`src/rtl/ide_timing_pkg.sv`:
```
// Purpose : shared types, PIO timing tables and helpers for the IDE cycle sequencer.
// Latency : n/a (constants and pure functions only).
// Backpressure: n/a.
// Contents: ide_state_t, MODE_W, CNT_W, ACTIVE_CYC/RECOVER_CYC tables, IORDY_TIMEOUT, active_load().
// Optional feature macro used by the block: IDE_IORDY_EN (IORDY strobe extension).
package ide_timing_pkg;

   localparam int MODE_W = 2;
   localparam int CNT_W  = 2;

   typedef enum logic [2:0] {
      ST_IDLE,
      ST_SETUP,
      ST_STROBE,
      ST_HOLD,
      ST_ACK,
      ST_RECOVER
   } ide_state_t;

   // Strobe-low and post-transaction recovery lengths in CLK7M cycles, by PIO mode.
   localparam logic [2:0] ACTIVE_CYC  [0:3] = '{3'd4, 3'd3, 3'd2, 3'd1};
   localparam logic [1:0] RECOVER_CYC [0:3] = '{2'd2, 2'd1, 2'd1, 2'd0};

   // Maximum number of extra strobe cycles granted while IORDY is low.
   localparam logic [3:0] IORDY_TIMEOUT = 4'd15;

   // Counter load value for the strobe phase: ACTIVE_CYC-1 always fits in two bits.
   function automatic logic [CNT_W-1:0] active_load(input logic [MODE_W-1:0] mode);
      logic [2:0] t;
      t = ACTIVE_CYC[mode] - 3'd1;
      return t[CNT_W-1:0];
   endfunction

endpackage

```
`src/rtl/ide_cycle_sequencer_if.sv`:
```
// Purpose : bundle of bus-side request, mode-register and IDE strobe-side signals of the sequencer.
// Latency : n/a (wiring only).
// Backpressure: dtack is held until AS_n rises; no other flow control.
// Ports   : master = decoder/bus side (drives AS_n, RW, ide_access, ide_enable, mode_wr, mode_din[, IORDY]),
//           slave  = sequencer (drives IOR_n, IOW_n, cs_en, buf_oe, dtack, busy, pio_mode[, iordy_timeout]).
// Optional: IDE_IORDY_EN adds IORDY and iordy_timeout.
interface ide_cycle_sequencer_if;

   logic                              AS_n;
   logic                              RW;
   logic                              ide_access;
   logic                              ide_enable;
   logic                              mode_wr;
   logic [ide_timing_pkg::MODE_W-1:0] mode_din;
   logic                              IOR_n;
   logic                              IOW_n;
   logic                              cs_en;
   logic                              buf_oe;
   logic                              dtack;
   logic                              busy;
   logic [ide_timing_pkg::MODE_W-1:0] pio_mode;
`ifdef IDE_IORDY_EN
   logic                              IORDY;
   logic                              iordy_timeout;
`endif

   modport master (
      output AS_n, RW, ide_access, ide_enable, mode_wr, mode_din,
      input  IOR_n, IOW_n, cs_en, buf_oe, dtack, busy, pio_mode
`ifdef IDE_IORDY_EN
      , output IORDY
      , input  iordy_timeout
`endif
   );

   modport slave (
      input  AS_n, RW, ide_access, ide_enable, mode_wr, mode_din,
      output IOR_n, IOW_n, cs_en, buf_oe, dtack, busy, pio_mode
`ifdef IDE_IORDY_EN
      , input  IORDY
      , output iordy_timeout
`endif
   );

endinterface

```
`src/rtl/ide_timing_counter.sv`:
```
// Purpose : loadable 2-bit down-counter with terminal-count flag, shared by all timed phases.
// Latency : load takes effect on the edge it is sampled; tc is combinational from the count register.
// Backpressure: none; counts down every cycle while non-zero, holds at zero.
// Ports   : CLK7M, RESET (sync, active-low), load, load_val -> tc (count == 0).
module ide_timing_counter
   import ide_timing_pkg::*;
(
   input  logic             CLK7M,
   input  logic             RESET,
   input  logic             load,
   input  logic [CNT_W-1:0] load_val,
   output logic             tc
);

   logic [CNT_W-1:0] count;

   always_ff @(posedge CLK7M) begin
      if (!RESET) begin
         count <= '0;
      end else if (load) begin
         count <= load_val;
      end else if (count != '0) begin
         count <= count - 1'b1;
      end
   end

   assign tc = (count == '0);

endmodule

```
`src/rtl/ide_cycle_sequencer.sv`:
```
// Purpose : turns one qualified 68000 bus cycle into a timed IDE read/write (setup, strobe, hold, ack, recovery).
// Latency : strobe falls SETUP_CYC+1 edges after the request edge; dtack SETUP_CYC+ACTIVE_CYC+HOLD_CYC+1 edges after.
// Backpressure: dtack held until AS_n rises; new requests ignored until the sequencer is back in IDLE.
// Ports   : CLK7M, RESET (sync, active-low), bus (ide_cycle_sequencer_if.slave).
// Optional: IDE_IORDY_EN enables IORDY strobe extension (up to 15 extra cycles) and the iordy_timeout pulse.
module ide_cycle_sequencer
   import ide_timing_pkg::*;
#(
   parameter int unsigned          SETUP_CYC    = 1,
   parameter int unsigned          HOLD_CYC     = 1,
   parameter logic [MODE_W-1:0]    DEFAULT_MODE = '0
) (
   input  logic                   CLK7M,
   input  logic                   RESET,
   ide_cycle_sequencer_if.slave   bus
);

   localparam logic [CNT_W-1:0] SETUP_LD = CNT_W'(SETUP_CYC - 1);
   localparam logic [CNT_W-1:0] HOLD_LD  = CNT_W'(HOLD_CYC - 1);

   ide_state_t        state, state_nxt;
   logic              dir_r, dir_nxt;        // 1 = read
   logic              tim_ld;
   logic [CNT_W-1:0]  act_r;                 // latched strobe-phase counter load
   logic [1:0]        rec_r;                 // latched recovery length
   logic [MODE_W-1:0] pio_mode_r;
   logic              cnt_load;
   logic [CNT_W-1:0]  cnt_val;
   logic              cnt_tc;
   logic              strobe_done;
   logic              recover_go;
   logic              request;
   logic              ior_n_r, iow_n_r, cs_en_r, buf_oe_r, dtack_r, busy_r;
`ifdef IDE_IORDY_EN
   logic [3:0]        ext_cnt, ext_nxt;
   logic              to_r, to_nxt;
`endif

   assign request = !bus.AS_n && bus.ide_access && bus.ide_enable;

   ide_timing_counter u_cnt (
      .CLK7M    (CLK7M),
      .RESET    (RESET),
      .load     (cnt_load),
      .load_val (cnt_val),
      .tc       (cnt_tc)
   );

   always_ff @(posedge CLK7M) begin
      if (!RESET) state <= ST_IDLE;
      else        state <= state_nxt;
   end

   always_comb begin
      state_nxt   = state;
      dir_nxt     = dir_r;
      tim_ld      = 1'b0;
      cnt_load    = 1'b0;
      cnt_val     = '0;
      strobe_done = 1'b0;
      recover_go  = 1'b0;
`ifdef IDE_IORDY_EN
      ext_nxt     = (state == ST_STROBE) ? ext_cnt : 4'd0;
      to_nxt      = 1'b0;
`endif

      unique case (state)
         ST_IDLE: begin
            if (request) begin
               dir_nxt  = bus.RW;
               tim_ld   = 1'b1;
               cnt_load = 1'b1;
               if (SETUP_CYC == 0) begin
                  // No setup phase: timing comes straight from the live mode register.
                  state_nxt = ST_STROBE;
                  cnt_val   = active_load(pio_mode_r);
               end else begin
                  state_nxt = ST_SETUP;
                  cnt_val   = SETUP_LD;
               end
            end
         end
         ST_SETUP: begin
            if (bus.AS_n) begin
               recover_go = 1'b1;
            end else if (cnt_tc) begin
               state_nxt = ST_STROBE;
               cnt_load  = 1'b1;
               cnt_val   = act_r;
            end
         end
         ST_STROBE: begin
            if (bus.AS_n) begin
               recover_go = 1'b1;
            end else if (cnt_tc) begin
               strobe_done = 1'b1;
`ifdef IDE_IORDY_EN
               // Drive not ready at the table end: stretch the strobe, bounded by the timeout.
               if (!bus.IORDY) begin
                  if (ext_cnt == IORDY_TIMEOUT) begin
                     to_nxt = 1'b1;
                  end else begin
                     strobe_done = 1'b0;
                     ext_nxt     = ext_cnt + 4'd1;
                  end
               end
`endif
            end
         end
         ST_HOLD: begin
            if (bus.AS_n)     recover_go = 1'b1;
            else if (cnt_tc)  state_nxt  = ST_ACK;
         end
         ST_ACK: begin
            if (bus.AS_n) recover_go = 1'b1;
         end
         ST_RECOVER: begin
            if (cnt_tc) state_nxt = ST_IDLE;
         end
         default: state_nxt = ST_IDLE;
      endcase

      if (strobe_done) begin
         if (HOLD_CYC == 0) begin
            state_nxt = ST_ACK;
         end else begin
            state_nxt = ST_HOLD;
            cnt_load  = 1'b1;
            cnt_val   = HOLD_LD;
         end
      end

      // Both normal completion and aborts go through recovery when the mode asks for it.
      if (recover_go) begin
         if (rec_r == 2'd0) begin
            state_nxt = ST_IDLE;
         end else begin
            state_nxt = ST_RECOVER;
            cnt_load  = 1'b1;
            cnt_val   = rec_r - 2'd1;
         end
      end
   end

   // Outputs are decoded from the next state and registered, so they change only on
   // clock edges and the two strobes can never be low together.
   always_ff @(posedge CLK7M) begin
      if (!RESET) begin
         dir_r      <= 1'b0;
         act_r      <= '0;
         rec_r      <= '0;
         pio_mode_r <= DEFAULT_MODE;
         ior_n_r    <= 1'b1;
         iow_n_r    <= 1'b1;
         cs_en_r    <= 1'b0;
         buf_oe_r   <= 1'b0;
         dtack_r    <= 1'b0;
         busy_r     <= 1'b0;
      end else begin
         dir_r <= dir_nxt;
         if (tim_ld) begin
            act_r <= active_load(pio_mode_r);
            rec_r <= RECOVER_CYC[pio_mode_r];
         end
         if (bus.mode_wr) pio_mode_r <= bus.mode_din;
         ior_n_r  <= !((state_nxt == ST_STROBE) &&  dir_nxt);
         iow_n_r  <= !((state_nxt == ST_STROBE) && !dir_nxt);
         cs_en_r  <= state_nxt inside {ST_SETUP, ST_STROBE, ST_HOLD, ST_ACK};
         buf_oe_r <= state_nxt inside {ST_SETUP, ST_STROBE, ST_HOLD, ST_ACK};
         dtack_r  <= (state_nxt == ST_ACK);
         busy_r   <= (state_nxt != ST_IDLE);
      end
   end

`ifdef IDE_IORDY_EN
   always_ff @(posedge CLK7M) begin
      if (!RESET) begin
         ext_cnt <= 4'd0;
         to_r    <= 1'b0;
      end else begin
         ext_cnt <= ext_nxt;
         to_r    <= to_nxt;
      end
   end

   assign bus.iordy_timeout = to_r;
`endif

   assign bus.IOR_n    = ior_n_r;
   assign bus.IOW_n    = iow_n_r;
   assign bus.cs_en    = cs_en_r;
   assign bus.buf_oe   = buf_oe_r;
   assign bus.dtack    = dtack_r;
   assign bus.busy     = busy_r;
   assign bus.pio_mode = pio_mode_r;

endmodule

```
`src/flat_wrapper.sv`:
```
// flat-port wrapper written by rule: the top's interface ports become plain ports
module ide_cycle_sequencer_flat import ide_timing_pkg::*;
#(
   parameter int unsigned          SETUP_CYC    = 1,
   parameter int unsigned          HOLD_CYC     = 1,
   parameter logic [MODE_W-1:0]    DEFAULT_MODE = '0
)
  (CLK7M, RESET, bus_AS_n, bus_RW, bus_ide_access, bus_ide_enable, bus_mode_wr, bus_mode_din, bus_IOR_n, bus_IOW_n, bus_cs_en, bus_buf_oe, bus_dtack, bus_busy, bus_pio_mode);
  ide_cycle_sequencer_if bus_i ();
  input  logic CLK7M;
  input  logic RESET;
  input wire logic [$bits(bus_i.AS_n)-1:0] bus_AS_n;
  input wire logic [$bits(bus_i.RW)-1:0] bus_RW;
  input wire logic [$bits(bus_i.ide_access)-1:0] bus_ide_access;
  input wire logic [$bits(bus_i.ide_enable)-1:0] bus_ide_enable;
  input wire logic [$bits(bus_i.mode_wr)-1:0] bus_mode_wr;
  input wire logic [$bits(bus_i.mode_din)-1:0] bus_mode_din;
  output wire logic [$bits(bus_i.IOR_n)-1:0] bus_IOR_n;
  output wire logic [$bits(bus_i.IOW_n)-1:0] bus_IOW_n;
  output wire logic [$bits(bus_i.cs_en)-1:0] bus_cs_en;
  output wire logic [$bits(bus_i.buf_oe)-1:0] bus_buf_oe;
  output wire logic [$bits(bus_i.dtack)-1:0] bus_dtack;
  output wire logic [$bits(bus_i.busy)-1:0] bus_busy;
  output wire logic [$bits(bus_i.pio_mode)-1:0] bus_pio_mode;
  assign bus_i.AS_n = bus_AS_n;
  assign bus_i.RW = bus_RW;
  assign bus_i.ide_access = bus_ide_access;
  assign bus_i.ide_enable = bus_ide_enable;
  assign bus_i.mode_wr = bus_mode_wr;
  assign bus_i.mode_din = bus_mode_din;
  assign bus_IOR_n = bus_i.IOR_n;
  assign bus_IOW_n = bus_i.IOW_n;
  assign bus_cs_en = bus_i.cs_en;
  assign bus_buf_oe = bus_i.buf_oe;
  assign bus_dtack = bus_i.dtack;
  assign bus_busy = bus_i.busy;
  assign bus_pio_mode = bus_i.pio_mode;
  ide_cycle_sequencer #(.SETUP_CYC(SETUP_CYC), .HOLD_CYC(HOLD_CYC), .DEFAULT_MODE(DEFAULT_MODE)) u_core (.CLK7M(CLK7M), .RESET(RESET), .bus(bus_i));
endmodule
```
`config.mk`:
```
export PLATFORM = sky130hd
export DESIGN_NAME = ide_cycle_sequencer_flat
export DESIGN_NICKNAME = d
export VERILOG_FILES = /design/src/rtl/ide_timing_pkg.sv /design/src/rtl/ide_cycle_sequencer_if.sv /design/src/rtl/ide_timing_counter.sv /design/src/rtl/ide_cycle_sequencer.sv /design/src/flat_wrapper.sv
export SDC_FILE = /design/constraint.sdc
export NUM_CORES = 1
export LEC_CHECK = 0
export ABC_AREA = 0
export CELL_PAD_IN_SITES_DETAIL_PLACEMENT = 0
export CELL_PAD_IN_SITES_GLOBAL_PLACEMENT = 2
export CORE_ASPECT_RATIO = 1.1
export CORE_MARGIN = 3
export CORE_UTILIZATION = 26
export DETAILED_ROUTE_END_ITERATION = 8
export GPL_TIMING_DRIVEN = 0
export PLACE_DENSITY = 0.7
export SETUP_SLACK_MARGIN = 0.5
export SLEW_MARGIN = 20
export SYNTH_ARGS = -nofsm -noshare
export SYNTH_HDL_FRONTEND = slang
export SYNTH_SLANG_ARGS = --single-unit
```
`constraint.sdc`:
```
create_clock -name CLK7M -period 1.75 [get_ports CLK7M]
set_clock_uncertainty 0.05 [all_clocks]
set_input_delay 0.2625 -clock CLK7M [delete_from_list [all_inputs] [get_ports CLK7M]]
set_output_delay 0.2625 -clock CLK7M [all_outputs]
set_load 0.01 [all_outputs]
```
Yosys cells after proc, flatten, opt, wreduce, memory -nomap -nowiden --
Index checks and enable logic that the tools add are counted.
Word-level totals: flip-flop bits (word level) 17, bits in latches 0, bits in writable memories 0, memory bits (read-only) 0, input bits 9, output and inout bits 8, word-level logic and storage cells 79, memories 0
Operators by class: add/subtract/negate cells 3, $mul 0, div/mod/pow operators 0, $lt $le $gt $ge 1, eq/ne operators 9, shifts and indexed selects 0, muxes and demuxes 37, bitwise operators 1, reduce and logical (&&, ||, !) cells 17
Operator list (number):
- 3-bit 2-to-1 mux | 9
- 2-bit 2-to-1 mux | 12
- 3-bit case mux with 5 select lines | 1
- 3-bit by 2-bit == test with 1-bit output (second input constant) | 4
- 1-bit 2-to-1 mux | 12
- 3-bit == test (second input constant) | 3
- 3-bit binary-select mux with 2-bit select | 1
- 3-bit by 1-bit == test with 1-bit output (second input constant) | 2
- 2-bit by 1-bit subtractor with 2-bit output (second input constant) | 3
- 2-bit binary-select mux with 2-bit select | 1
- 1-bit logical AND | 4
- 1-bit zero test | 4
- 2-bit zero test | 2
- 2-bit nonzero test | 2
- 4-bit nonzero test | 1
- 4-bit OR reduction | 1
- 3-bit >= comparator (second input constant) | 1
- 3-bit zero test | 1
- 2-bit NOT with 3-bit output | 1
- 3-bit nonzero test | 1
- 1-bit case mux with 2 select lines | 1
- 2-bit OR reduction | 1

Longest topological paths before layout --
Gate-level depths: netlist of the first run.
word-level depth 10, depth in mapped cells 7, mapped depth without buffers 6

Cells and area by module --
A second synthesis of the first run with hierarchy kept.
Unflattened totals: cell total of the unflattened synthesis 92, area total of the unflattened synthesis 879.6 um2
By module, submodules not included:
- ide_cycle_sequencer | instances 1, cells an instance 79, area an instance 755.7 um2, sequential area each 300.3 um2
- ide_timing_counter | instances 1, cells an instance 13, area an instance 123.9 um2, sequential area each 40.0 um2

Worst setup path after synthesis of the first run --
No wires, ideal clock.
kind input port to flip-flop, start point in bus_AS_n, end point reg u_core.ior_n_r (netlist: u_core.bus.IOR_n), library setup time 127 ps, data arrival time 1700 ps, required time 1573 ps, slack -127 ps, stages on the path 6, buffers on the path 2, cell sequence buf_6 or2_1 buf_6 nor4_4 mux2i_1 or3b_1
On the way: word-level cells in the longest chain between the ends 10, elaborated cells between the ends (all ways) 18, classes of those cells eq/ne: 1; mux: 12; reduce/logical: 5
Ends and longest elaborated chain:
- start, declared | RTL line flat_wrapper.sv:12 | input wire logic [$bits(bus_i.AS_n)-1:0] bus_AS_n;
- 1-bit zero test | RTL line ide_cycle_sequencer.sv:39 | assign request = !bus.AS_n && bus.ide_access && bus.ide_enable;
- 1-bit logical AND (2 in series) | RTL line ide_cycle_sequencer.sv:39
- 3-bit 2-to-1 mux | RTL line ide_cycle_sequencer.sv:69 | if (request) begin
- 3-bit case mux with 5 select lines | RTL line ide_cycle_sequencer.sv:67 | unique case (state)
- 3-bit 2-to-1 mux | RTL line ide_cycle_sequencer.sv:123 | if (strobe_done) begin
- 3-bit 2-to-1 mux | RTL line ide_cycle_sequencer.sv:134 | if (recover_go) begin
- 3-bit by 2-bit == test with 1-bit output | RTL line ide_cycle_sequencer.sv:166 | ior_n_r <= !((state_nxt == ST_STROBE) && dir_nxt);
- 1-bit logical AND (*) | RTL line ide_cycle_sequencer.sv:166
- 1-bit zero test (*) | RTL line ide_cycle_sequencer.sv:166
- end signal, assigned | RTL line ide_cycle_sequencer.sv:166
- end, declared | RTL line ide_cycle_sequencer.sv:33 | logic ior_n_r, iow_n_r, cs_en_r, buf_oe_r, dtack_r, busy_r;
Mark *: on every way between the ends. The rest lies on a longest branch, timed or not. A chain may end at the register's enable or synchronous reset.

Worst setup path in the final report of the first run --
start point reg u_core.state[2], end point reg u_core.ior_n_r (netlist: u_core.bus.IOR_n)
On the way: word-level cells in the longest chain between the ends 8, elaborated cells between the ends (all ways) 23, classes of those cells eq/ne: 6; mux: 12; reduce/logical: 5
Ends and longest elaborated chain:
- start, declared | RTL line ide_cycle_sequencer.sv:21 | ide_state_t state, state_nxt;
- start signal, assigned | RTL line ide_cycle_sequencer.sv:51 | else state <= state_nxt;
- 3-bit by 2-bit == test with 1-bit output (tied with other cells) | RTL line ide_cycle_sequencer.sv:67
- 2-bit OR reduction (no line) (tied with other cells)
- 3-bit case mux with 5 select lines | RTL line ide_cycle_sequencer.sv:67
- 3-bit 2-to-1 mux | RTL line ide_cycle_sequencer.sv:123
- 3-bit 2-to-1 mux | RTL line ide_cycle_sequencer.sv:134
- 3-bit by 2-bit == test with 1-bit output | RTL line ide_cycle_sequencer.sv:166
- 1-bit logical AND (*) | RTL line ide_cycle_sequencer.sv:166
- 1-bit zero test (*) | RTL line ide_cycle_sequencer.sv:166
Marks and branches as above.

==> results.toml, run 1 <==
[routing]
wl_per_cell_um = 12.5
routed_wl_um = 1970
drt_iter0_drc = 20
vias = 749
via_per_inst = 4.77
ant_nets = 0
firstDrtPassIters = 4
drcViolationCount = 0

[cts]
cts_hold_buf = 0
root_buffer = "clkbuf_4"
cts_tree = "yes"
path_clk_slew_ns = 0.10
numCtsBuffers = 3
htreeDepth = 1
clock_latency_ns = 0.29
clockBufferDepth = 2
cts.sinks = 17

[finish]
area_growth_pct = 50.1
nets = 135
fill_cells = 330
antennaDiodeCount = 0
multi_input_area_um2 = 547
seq_area_um2 = 352
final_cell_mix = "buf_4 (12), nor2_1 (10), dfxtp_1 (10)"
drive_gt1_share_pct = 37.4
final_common_cell = "buf_4"

[synthesis]
synth_cell_types = 34
synth.net_count = 105
ys_top_cells_by_area = "dfxtp_1 (40%), mux2i_1 (7.1%), nor2_1 (4.4%), xor2_1 (3.1%), ha_1 (2.9%)"
synth.avg_cell_area_um2 = 9.04
syn_area_um2 = 850
synthCells = 94
ys_ff_latch = 17
synth_top_area_cell = "dfxtp_1"
ys_seq_area_share_pct = 40.1
synth.top_cell.area_share_pct = 40.1
ys_warn_count = 0

[global_route]
grt_overflow = 0
grt_pass1_vias = 760
grt_max_degree = 11
grtUsageTotal_pct = 11.2
antenna_found_initial = 0
grt_pass1_wl_um = 3350

[critical_path]
crit_buf_inv = 1
end_kind = "flop"
critPathMaxStageDelay_ns = 0.36
crit_path_end = "u_core.bus.IOR_n$_SDFF_PN1_"
cp-start-kind = "flop"
r2r_start = "u_core.state[2]$_SDFF_PN0_"
r2r_end = "u_core.bus.IOR_n$_SDFF_PN1_"
cp_max_fo = 3
critPathArrivalTime_ns = 1.75
required_ns = 1.88
crit_path_cell_trace = "or2_1 > buf_6 > nor4_4 > mux2i_2 > or3b_1"
r2r_slack_ns = 0.13
cp-startpoint = "u_core.state[2]$_SDFF_PN0_"
rr_worst_depth = 5
path_class = "flop to flop"
critPathTopFamily = "simple AND/OR/NAND/NOR gates"
crit_cells = 5
cp_slowest_cell = "dfxtp_4"

[pwr]
totalPowerFinal_uw = 1080
vdd_ir_drop_max_v = 0.000317
swShare_pct = 30.9
p_comb_share_pct = 38.9
p_int_uw = 748
p_leak_uw = 0.000511
p_clk_share_pct = 19.4
seqPwrFrac_pct = 41.7
power.density_mw_per_mm2 = 849
power_switching_uw = 335

[floorplanning]
start_util_pct = 27.4
die_h_um = 66.0
io-pin-count = 17
core_mm2 = 0.00310
rows = 21
die_area_mm2 = 0.00399
fp.dieW_um = 60.5

[sta]
report.final.slew_viol_count = 0
finalHoldViolations = 0
finalCriticalPeriod_ns = 1.62
setup_viol_count_final = 0
slew_headroom_pct = 77.3
finalCritPeriodShare_pct = 92.6
fmax_mhz = 617
worst_slew_pin_slew_ns = 0.337
rsz0062_at_grt = "yes"
fin_hold_ws_ns = 0.281
tns_ns = 0
worst_slack_ns = 0.130

[placed_design]
port_buffers = 15
place_congestion = 0.695
pre_cts_ws_ns = -0.474
hpwlAfterDp_um = 1400

[job]
maxCapViolCount = 0

[outcome]
status = "finished, final reports clean"

[min_path]
min_path_type = "primary input to flop"
hp-start = "bus_AS_n"
## power by group through the flow
stage	clock network [µW]	logic (µW)	registers (µW)
after floorplan	0	213	455
after global placement	0	290	454
after detailed placement	0	294	454
after CTS	221	344	446
after global routing	241	478	456
final	210	421	451
## repair_timing
| action | 4_1_cts | 5_1_grt |
|---|---|---|
| gates resized for setup | 30 | 15 |
| pin swaps | 10 | 7 |
| endpoints found under the setup margin | 25 | 19 |
| buffers inserted | 8 | 2 |
| gates cloned | 0 | 0 |
## final cells by class
| class | instances | area share [%] |
|---|---|---|
| inverter | 6 | 1.77 |
| timing repair buffer | 25 | 16.9 |
| clock buffer | 3 | 1.77 |
| buffer | 7 | 5.40 |
| sequential | 17 | 27.6 |
| multi-input combinational | 64 | 42.9 |
| clock inverter | 1 | 0.393 |
| tap | 34 | 3.34 |
## logic make-up after synthesis
group / count (synthesis) / synth area share (%)
compound gates: 17 / 14.1
xor+xnor: 5 / 5.16
mux: 6 / 7.07
buf+inv: 13 / 7.95
flops: 17 / 40.1
simple gates: 34 / 22.7
fa+ha+maj: 2 / 2.95
## state kept, by name, summed over array words and instances (netlist names)
name	flops
u_core.state	3
u_core.act_r	2
u_core.bus.pio_mode	2
u_core.rec_r	2
u_core.u_cnt.count	2
u_core.bus.IOR_n	1
u_core.bus.IOW_n	1
u_core.bus.buf_oe	1
u_core.bus.busy	1
u_core.bus.dtack	1
u_core.dir_r	1
## cells in the mapped netlist, drive strengths merged
cell	instances
dfxtp	17
mux2i	6
a211oi	1
nand2	5
nor4	3
nand3	1
a21oi	4
or2	2
a22oi	1
a32o	2
o21ai	2
xnor2	2
nand3b	2
o21a	3
nor4b	1
nor3	4
nand2b	2
ha	2
buf	5
o31a	2
and3	1
inv	6
o2bb2ai	1
or3b	1
nor3b	1
nor2	10
o22ai	1
xor2	3
and2	1
clkbuf	2
## through the flow
step	util, %	instance area, µm²	instances
after floorplan	-	876	94
after global placement	34.5	1070	143
after detailed placement	34.5	1070	143
after CTS	39.1	1210	155
after global routing	41.1	1270	157
final	41.1	1270	157
## worst min path at each step
stage,cells after the start,endpoint
6_report,4,u_core.bus.buf_oe$_SDFF_PN0_
4_1_cts,4,u_core.bus.buf_oe$_SDFF_PN0_
5_1_grt,3,u_core.u_cnt.count[0]$_SDFFE_PN0P_
2_1_floorplan,1,u_core.state[0]$_SDFF_PN0_
3_3_place_gp,2,u_core.act_r[0]$_SDFFE_PN0P_
3_5_place_dp,2,u_core.act_r[0]$_SDFFE_PN0P_
## worst reg2reg max path: cells and delay by family, from the launching register on
kind | cells | cell delay, ns
DFF | 1 | 0.36
muxes | 1 | 0.13
buffers and inverters | 1 | 0.12
and+or+nand+nor | 3 | 0.86
## layer usage
metal / GRT usage, % / part of all wire [%]
met1: 13.3 / 44
met2: 19.9 / 52
met3: 2.34 / 3.3
met4: 3.25 / 0.41
met5: 0 / 0
No activity file was read; power rests on OpenSTA's default activity.
==> inputs of run 2 (changes only) <==
CORE_MARGIN = 10   (was 3)
==> results.toml, run 2 (same netlist as run 1, synthesis figures left out) <==
[placed_design]
port_buffers = 15
place_congestion = 0.748
placed_cells = 143
hpwlAfterDp_um = 1550
pre_cts_ws_ns = -0.435

[critical_path]
critPathMaxStageDelay_ns = 0.36
required_ns = 1.89
end_kind = "flop"
crit_buf_inv = 2
critPathArrivalTime_ns = 1.73
path_class = "flop to flop"
cp_max_fo = 7
crit_path_cell_trace = "inv_1 > ha_2 > buf_6 > nand2b_4 > nand2_2 > o21a_4 > or3b_1"
critPathTopFamily = "simple AND/OR/NAND/NOR gates"
cp_slowest_cell = "or3b_1"
cp-start-kind = "flop"

[sta]
rsz0062_at_grt = "yes"
finalCriticalPeriod_ns = 1.59
finalHoldViolations = 0
worst_slew_pin_slew_ns = 0.327
slew_headroom_pct = 78.0
setup_viol_count_final = 0
finalCritPeriodShare_pct = 90.8
worst_slack_ns = 0.160
report.final.slew_viol_count = 0
fmax_mhz = 629
tns_ns = 0
fin_hold_ws_ns = 0.269

[finish]
drive_gt1_share_pct = 42.5
final_cells = 161
final_cell_mix = "buf_4 (13), dfxtp_1 (10), nor2_1 (8)"
final_common_cell = "buf_4"
area_growth_pct = 54.8
largest_reg_flops = 3
top_register = "u_core.state"
antennaDiodeCount = 0
nets = 139

[pwr]
p_leak_uw = 0.000528
power.density_mw_per_mm2 = 846
vdd_ir_drop_max_v = 0.000466
totalPowerFinal_uw = 1110

[job]
maxCapViolCount = 0

[routing]
routed_wl_um = 2220
drcViolationCount = 0
vias = 772
ant_nets = 0
firstDrtPassIters = 4
wl_per_cell_um = 13.8
via_per_inst = 4.80
drt_iter0_drc = 32

[outcome]
status = "finished, final reports clean"

[floorplanning]
die_area_mm2 = 0.00596
io-pin-count = 17
core_mm2 = 0.00310
start_util_pct = 27.4
fp.dieW_um = 74.5
die_h_um = 80.0
rows = 21

[min_path]
min_path_type = "primary input to flop"

[global_route]
grt_overflow = 0
antenna_found_initial = 0
grt_pass1_wl_um = 3730
grt_max_degree = 11
grtUsageTotal_pct = 7.87
grt_pass1_vias = 807

[cts]
cts_tree = "yes"
clock_latency_ns = 0.29
cts.sinks = 17
path_clk_slew_ns = 0.11
root_buffer = "clkbuf_4"
clockBufferDepth = 2
numCtsBuffers = 3
htreeDepth = 1
cts_hold_buf = 0
run 2: metrics by stage:
stage	util [%]	cell area, µm²
4_1_cts	39.8	1230
2_1_floorplan	-	876
6_report	42.4	1320
3_5_place_dp	34.5	1070
5_1_grt	42.4	1320
3_3_place_gp	34.5	1070
run 2: what timing repair did:
| action | CTS | global route |
|---|---|---|
| pin swaps | 7 | 9 |
| gates resized for setup | 39 | 16 |
| setup buffers | 7 | 7 |
| endpoints found under the setup margin | 25 | 21 |
| endpoints found under the hold margin | 0 | 0 |
run 2: worst paths after layout:
path | startpoint | endpoint | slack, ns | depth (start not counted)
worst min-delay path | bus_AS_n | u_core.bus.buf_oe$_SDFF_PN0_ | 0.27 | 4
worst max-delay path | u_core.u_cnt.count[0]$_SDFFE_PN0P_ | u_core.bus.IOR_n$_SDFF_PN1_ | 0.16 | 7
worst max register to register | u_core.u_cnt.count[0]$_SDFFE_PN0P_ | u_core.bus.IOR_n$_SDFF_PN1_ | 0.16 | 7
worst min register to register | u_core.bus.pio_mode[0]$_SDFFE_PN0P_ | u_core.act_r[0]$_SDFFE_PN0P_ | 0.43 | 1
run 2: where the power goes:
part           switching (µW)  internal (µW)  total (µW)
sequential               18.9            427         446
combinational             190            263         453
clock                     128           85.0         213
run 2: worst min-delay path: stages:
cell	delay, ns
buf_8	0.11
inv_1	0.08
a21oi_2	0.06
nor2_1	0.06
run 2: final cells by class:
cell class	instances	area [µm²]
clock inverters	1	5.00
flip-flops and latches	17	354
multi-input cells	64	541
fillers	319	1790
clock buffers	3	22.5
inverters	6	22.5
well taps	34	42.5
plain buffers	7	75.1
repair buffers	29	253
run 2: per-layer routing:
| layer | vias to the layer above | share of wire [%] | global-route usage (%) |
|---|---|---|---|
| met2 | 12 | 52 | 13.3 |
| met3 | 2 | 5.6 | 3.61 |
| met1 | 366 | 42 | 8.73 |
| met5 | - | 0 | 0 |
| li1 | 392 | - | - |
| met4 | 0 | 0.63 | 1.70 |
